**src/rtl/noncon_rep_checker_pkg.sv**
```systemverilog
// Shared types for the non-consecutive repetition checker: channel FSM states and fail causes.
// Code 3 (TIMEOUT) only appears in builds with NCR_TIMEOUT_EN defined.
package noncon_rep_pkg;

    localparam int FAIL_CODE_W = 3;

    typedef enum logic {
        IDLE  = 1'b0,
        COUNT = 1'b1
    } state_e;

    typedef enum logic [FAIL_CODE_W-1:0] {
        NONE     = 3'd0,
        EARLY    = 3'd1,
        EXCESS   = 3'd2,
        TIMEOUT  = 3'd3,
        OVERLAP  = 3'd4,
        SPURIOUS = 3'd5
    } fail_code_e;

endpackage

```
**src/rtl/noncon_rep_checker_chan.sv**
```systemverilog
// One channel: counts busy cycles between req and gnt; pass/fail are registered, one cycle after the deciding sample.
// Purely observational, never stalls; NCR_TIMEOUT_EN adds the per-transaction wait limit.
module noncon_rep_chan
    import noncon_rep_pkg::*;
#(
    parameter int REP_N    = 3,
    parameter int MAX_WAIT = 64
) (
    input  logic       clk,
    input  logic       rst,
    input  logic       req,
    input  logic       busy,
    input  logic       gnt,
    output logic       active,
    output logic       pass,
    output logic       fail,
    output fail_code_e fail_code
);

    localparam int             CW    = $clog2(REP_N + 1);
    localparam logic [CW-1:0]  C_MAX = CW'(REP_N);

    if (REP_N < 1 || MAX_WAIT < REP_N + 1) begin : g_cfg_err
        $error("noncon_rep_chan: need REP_N >= 1 and MAX_WAIT >= REP_N + 1");
    end

    state_e        state_q, state_d;
    logic [CW-1:0] c_q, c_d;
    logic          pass_q, pass_d;
    logic          fail_q, fail_d;
    fail_code_e    code_q, code_d;

`ifdef NCR_TIMEOUT_EN
    localparam int            WW    = $clog2(MAX_WAIT);
    localparam logic [WW-1:0] W_MAX = WW'(MAX_WAIT - 1);
    logic [WW-1:0] w_q, w_d;
`endif

    always_ff @(posedge clk) begin
        if (rst) begin
            state_q <= IDLE;
            c_q     <= '0;
            pass_q  <= 1'b0;
            fail_q  <= 1'b0;
            code_q  <= NONE;
`ifdef NCR_TIMEOUT_EN
            w_q     <= '0;
`endif
        end else begin
            state_q <= state_d;
            c_q     <= c_d;
            pass_q  <= pass_d;
            fail_q  <= fail_d;
            code_q  <= code_d;
`ifdef NCR_TIMEOUT_EN
            w_q     <= w_d;
`endif
        end
    end

    always_comb begin
        state_d = state_q;
        c_d     = c_q;
        pass_d  = 1'b0;
        fail_d  = 1'b0;
        code_d  = NONE;
`ifdef NCR_TIMEOUT_EN
        w_d     = w_q;
`endif
        case (state_q)
            IDLE: begin
                if (req) begin
                    state_d = COUNT;
                    c_d     = '0;
`ifdef NCR_TIMEOUT_EN
                    w_d     = '0;
`endif
                end else if (gnt) begin
                    fail_d = 1'b1;
                    code_d = SPURIOUS;
                end
            end
            COUNT: begin
`ifdef NCR_TIMEOUT_EN
                // Holds at the limit when a counted busy pre-empts the timeout.
                w_d = (w_q == W_MAX) ? w_q : w_q + 1'b1;
`endif
                if (req) begin
                    state_d = IDLE;
                    fail_d  = 1'b1;
                    code_d  = OVERLAP;
                end else if (gnt) begin
                    state_d = IDLE;
                    if (c_q == C_MAX) begin
                        pass_d = 1'b1;
                    end else begin
                        fail_d = 1'b1;
                        code_d = EARLY;
                    end
                end else if (busy) begin
                    if (c_q == C_MAX) begin
                        state_d = IDLE;
                        fail_d  = 1'b1;
                        code_d  = EXCESS;
                    end else begin
                        c_d = c_q + 1'b1;
                    end
                end
`ifdef NCR_TIMEOUT_EN
                else if (w_q == W_MAX) begin
                    state_d = IDLE;
                    fail_d  = 1'b1;
                    code_d  = TIMEOUT;
                end
`endif
                if (state_d == IDLE) begin
                    c_d = '0;
`ifdef NCR_TIMEOUT_EN
                    w_d = '0;
`endif
                end
            end
        endcase
    end

    always_comb begin
        active    = (state_q == COUNT);
        pass      = pass_q;
        fail      = fail_q;
        fail_code = code_q;
    end

endmodule

```
**config.mk**
```make
export PLATFORM = sky130hd
export DESIGN_NAME = noncon_rep_chan
export DESIGN_NICKNAME = d
export VERILOG_FILES = /design/src/rtl/noncon_rep_checker_pkg.sv /design/src/rtl/noncon_rep_checker_chan.sv
export SDC_FILE = /design/constraint.sdc
export NUM_CORES = 1
export LEC_CHECK = 0
export ABC_AREA = 1
export CORE_AREA = 2 2 39 41
export CTS_CLUSTER_SIZE = 20
export DETAILED_ROUTE_END_ITERATION = 8
export DIE_AREA = 0 0 41 43
export SLEW_MARGIN = 20
export SYNTH_ARGS = -nofsm -noshare
export SYNTH_HDL_FRONTEND = slang
export SYNTH_SLANG_ARGS = --single-unit
```
**constraint.sdc**
```tcl
create_clock -name clk -period 1.07 [get_ports clk]
set_clock_uncertainty 0.05 [all_clocks]
set_input_delay 0.214 -clock clk [delete_from_list [all_inputs] [get_ports clk]]
set_output_delay 0.214 -clock clk [all_outputs]
set_load 0.005 [all_outputs]
```
### After elaboration in Yosys (flattened, before gate mapping)

Index checks and enable logic that the tools add are counted.

| storage, ports and cells | value |
|---|---|
| flip-flop bits (word level) | 8 |
| input port bits | 5 |
| output and inout port bits | 6 |

| cells by class | value |
|---|---|
| add/sub/neg operators | 1 |
| eq/ne operators | 6 |
| reductions and logical operators | 2 |
| muxes and demuxes | 29 |
| bitwise operators | 2 |

Operators with widths:

| operator | number |
|---|---|
| two-way mux 2 bit | 8 |
| two-way mux 1 bit | 13 |
| two-way mux 3 bit | 4 |
| inequality test 3 bit, second input constant | 4 |
| case mux 3 bit (2 select lines) | 1 |
| AND reduction 5 bit | 1 |
| case mux 1 bit (2 select lines) | 2 |
| case mux 2 bit (2 select lines) | 1 |
| OR reduction 4 bit | 1 |
| adder 2 x 1 -> 2 bit, second input constant | 1 |
| equality test 2 bit, second input constant | 1 |
| inequality test 2 bit, second input constant | 1 |
| NOT 1 bit | 2 |

### Longest topological paths before layout

| logic depth | value |
|---|---|
| word-level depth | 8 |
| depth in mapped cells | 6 |
| gate-level depth less buffers | 6 |

### Least setup slack after synthesis

No wires, ideal clock.

| path | value |
|---|---|
| kind | reg2reg |
| from | register c_q[0] |
| to | register c_q[0] |
| arrival time | 0.869 ns |
| setup slack | 0.038 ns |
| cell stages (with the launch flop) | 7 |
| path through | dfxtp_1 > ha_1 > nand2_1 > nand2_1 > nor2_2 > a21oi_1 > nor2_1 |

| between the ends | value |
|---|---|
| cells in the longest elaborated chain, start to end | 8 |
| elaborated cells on any way between the ends | 18 |
| those cells by class | add/sub (1); eq/ne (5); mux (11); reduce/logical (1) |

Ends and longest elaborated chain:

| element | line | text |
|---|---|---|
| from (decl) | noncon_rep_checker_chan.sv:28 | `logic [CW-1:0] c_q, c_d;` |
| from (signal assigned) | noncon_rep_checker_chan.sv:42 | `c_q <= '0;` |
| from (signal assigned) | noncon_rep_checker_chan.sv:51 | `c_q <= c_d;` |
| equality test 2 bit | noncon_rep_checker_chan.sv:101 | `if (c_q == C_MAX) begin` |
| two-way mux 1 bit | noncon_rep_checker_chan.sv:101 |  |
| two-way mux 1 bit | noncon_rep_checker_chan.sv:100 | `end else if (busy) begin` |
| two-way mux 1 bit | noncon_rep_checker_chan.sv:92 | `end else if (gnt) begin` |
| two-way mux 1 bit | noncon_rep_checker_chan.sv:88 | `if (req) begin` |
| two-way mux 1 bit | noncon_rep_checker_chan.sv:70 | `case (state_q)` |
| inequality test 3 bit (no line) / two-way mux 2 bit (equally long branches) | - |  |
| AND reduction 5 bit (no line) / case mux 2 bit (2 select lines) (equally long branches) | - |  |

Several ways; a longest one is shown, not always the timed one. The select of a mux whose other input is x is not followed.
A chain may end at the register's enable or synchronous reset.

### Worst setup path in the final report

| path | value |
|---|---|
| from | input port req |
| to | register c_q[1] |

| between the ends | value |
|---|---|
| cells in the longest elaborated chain, start to end | 4 |
| elaborated cells on any way between the ends | 10 |
| those cells by class | eq/ne (5); mux (4); reduce/logical (1) |

Ends and longest elaborated chain:

| element | line | text |
|---|---|---|
| from (decl) | noncon_rep_checker_chan.sv:11 | `input logic req,` |
| two-way mux 1 bit | noncon_rep_checker_chan.sv:88 |  |
| two-way mux 1 bit | noncon_rep_checker_chan.sv:70 |  |
| inequality test 3 bit (no line) / two-way mux 2 bit (equally long branches) | - |  |
| AND reduction 5 bit (no line) / case mux 2 bit (2 select lines) (equally long branches) | - |  |

Several ways; a longest one is shown, not always the timed one. The select of a mux whose other input is x is not followed.

==> metrics.txt <==
clk sinks 8; Power Dens Cells 1200 nW/um^2; most numerous cell in the Yosys netlist nand2_1; post-synth top area share 0.494; Setup WS pre-CTS -0.241 ns; Synth area leaders dfxtp_1 49%, nand2_1 16%, a21oi_1 7.7%; Unique masters post-synth 11; Worst EP arrival 1.12 ns; Crit. End Element flip-flop; Clock Latency Late Sink 0.25 ns; simple-gate share of the synthesized area 0.309; die width 41 um; Congestion Overflow GR 0; Core Region 1380 um^2; vias in the first global route 307; max_cap viols 0; mux contribution to synthesized area 0; Multi-input gate area 180 um^2; hold crit path type input pin to flip-flop; sequential share of power 0.487; global-route wire length before repair 1160 um; Final Cycle Share 0.952; EDFF count, synth 0; Max IR drop VDD 0.000383 V; Layout fillers 156; internal power 0.495 mW; share of cells above drive strength 1 0.391; clk slew on worst S/H paths 0.06 ns; Syn Nets 50; Hold Crit Depth 2; Final Hold Vio Count 0; Synthesis Warnings 0; initial core utilization 0.234; initial antenna violation count 0; final wirelength 805 um; Adder-Cell Fraction of Synth Area 0.0386; RR Startpoint c_q[0]; # port buffers 10; Compound-Gate Fraction of Synth Area 0.0772; Comb power frac 0.160; Net Switching 0.163 mW; IO Count 11; hpwl dp 535 um; syn avg cell area 7.37 um^2; worst-margin pin slew 0.255 ns; final setup fails 0; Layout area overhead 69.5%; Die Area 1760 um^2; Clk pwr share 0.353; H-tree levels 1; Util after Layout 0.397; minimum clock period 1.02 ns; clk buf depth 2; Vias 353; post-synth top area cell dfxtp_1; outcome finished, final reports clean; CTS tree yes; detailed-router iteration count before antenna repair 3; root buffer cell clkbuf_4; largest family of logic cells by synthesized area simple AND/OR/NAND/NOR gates; Slew HR 0.828; critical path class input pin to flip-flop; synth cell count leaders 14 x nand2_1, 8 x dfxtp_1, 6 x inv_1; RSZ-0062 raised after global routing yes; # diodes 0; reg2reg setup slack 0.06 ns; Via density 4.41; Mapped Area 324 um^2; register area share after synthesis 0.494; Synth Area in XOR/XNOR 0; Post-synth ARST share 0; Layout Nets 72; post-route ant nets 0; GR Util All Layers 0.103; Synth Register Bits 8; data required time of the critical path 1.17 ns; total CTS buffers 3; worst hold endpoint fail_code[1]; die height 43 um; startpoint types input pin; largest net degree at the start of global routing 6; wire per inst 10.1 um; Hold-fix buffers, CTS 0; # DRC 0; worst hold start gnt; Row Count 14; gpl congestion 0.789; count of pins over their slew limit 0; Synth Flop Type dfxtp_1; Max Fclk 0.981 GHz; R2R depth 6; Cells after Synth 44; Seq. cell area 163 um^2; reg2reg end c_q[1]; crit path max fanout 4; initial drt markers 8; Lkg Pwr 0.289 nW; fin worst setup slack 0.0510 ns; switching part of the total 0.247
how the worst max path moves through the flow:
stage / start / endpoint / slack, ns / cells past startpoint
floorplan: c_q[0] / c_q[0] / 0.04 / 6
global placement: gnt / c_q[1] / -0.23 / 6
detailed placement: gnt / c_q[1] / -0.24 / 6
CTS: active / active / -0.02 / 1
global route: req / fail_code[0] / -0.02 / 5
finish: req / c_q[1] / 0.05 / 6
per-stage QoR:
step                area [um^2]  hold WS, ns  instances  setup TNS (ns)  power (mW)
floorplan                   324        0.236         44               0       0.366
global placement            482        0.447         75           -1.39       0.422
detailed placement          482        0.460         75           -1.42       0.422
CTS                         523        0.473         79         -0.0155       0.658
global route                549        0.199         80         -0.0307       0.701
finish                      549        0.203         80               0       0.658
power groups by stage:
stage / combinational (mW) / clock, mW / sequential [mW]
global route: 0.120 / 0.260 / 0.322
detailed placement: 0.0978 / 0 / 0.324
CTS: 0.0995 / 0.240 / 0.318
global placement: 0.0981 / 0 / 0.324
finish: 0.105 / 0.232 / 0.320
floorplan: 0.0385 / 0 / 0.327
logic make-up after synthesis:
kind of cell / after synthesis
AO/OA/AOI/OAI: 5
flip-flops: 8
buffers and inverters: 7
AND/OR/NAND/NOR: 23
adder cells (fa/ha/maj): 1
timing repair:
| action | in CTS | in global routing |
|---|---|---|
| resized for setup | 13 | 17 |
| pin swaps | 4 | 6 |
| buffers inserted | 1 | 1 |
| setup endpoints to repair | 9 | 10 |
layer usage:
| layer | track usage | part of all wire | wire length (um) |
|---|---|---|---|
| met5 | 0 | 0 | 0 |
| met4 | 0.0800 | 0.020 | 16 |
| met3 | 0.0471 | 0.067 | 54 |
| met2 | 0.163 | 0.53 | 426 |
| met1 | 0.0962 | 0.38 | 308 |
placed cells by master, fill, tap and decap left out, drive strengths merged:
cell,count
inv,7
nand2,14
nor4,1
a21oi,5
clkdlybuf4s50,2
clkbuf,7
dfxtp,8
nor2,5
nand3,3
clkdlybuf4s15,2
dlymetal6s2s,2
ha,1
buf,7
sequential cells by signal, indices dropped and copies added, names as in the netlist:
register	count
fail_code	3
c_q	2
active	1
pass	1
fail	1
area by class of cell:
class,instances,share of cell area
timing repair buffer,17,0.251
inverter,7,0.0478
multi-input combinational,29,0.328
tap,16,0.0364
sequential,8,0.296
clock buffer,3,0.0410
worst max-delay path, cell delays in order:
cell             delay [ns]
clkdlybuf4s50_1        0.49
inv_2                  0.07
nand3_2                0.10
nand2_1                0.08
a21oi_2                0.11
nor2_1                 0.05
No activity file was read; power rests on OpenSTA's default activity.
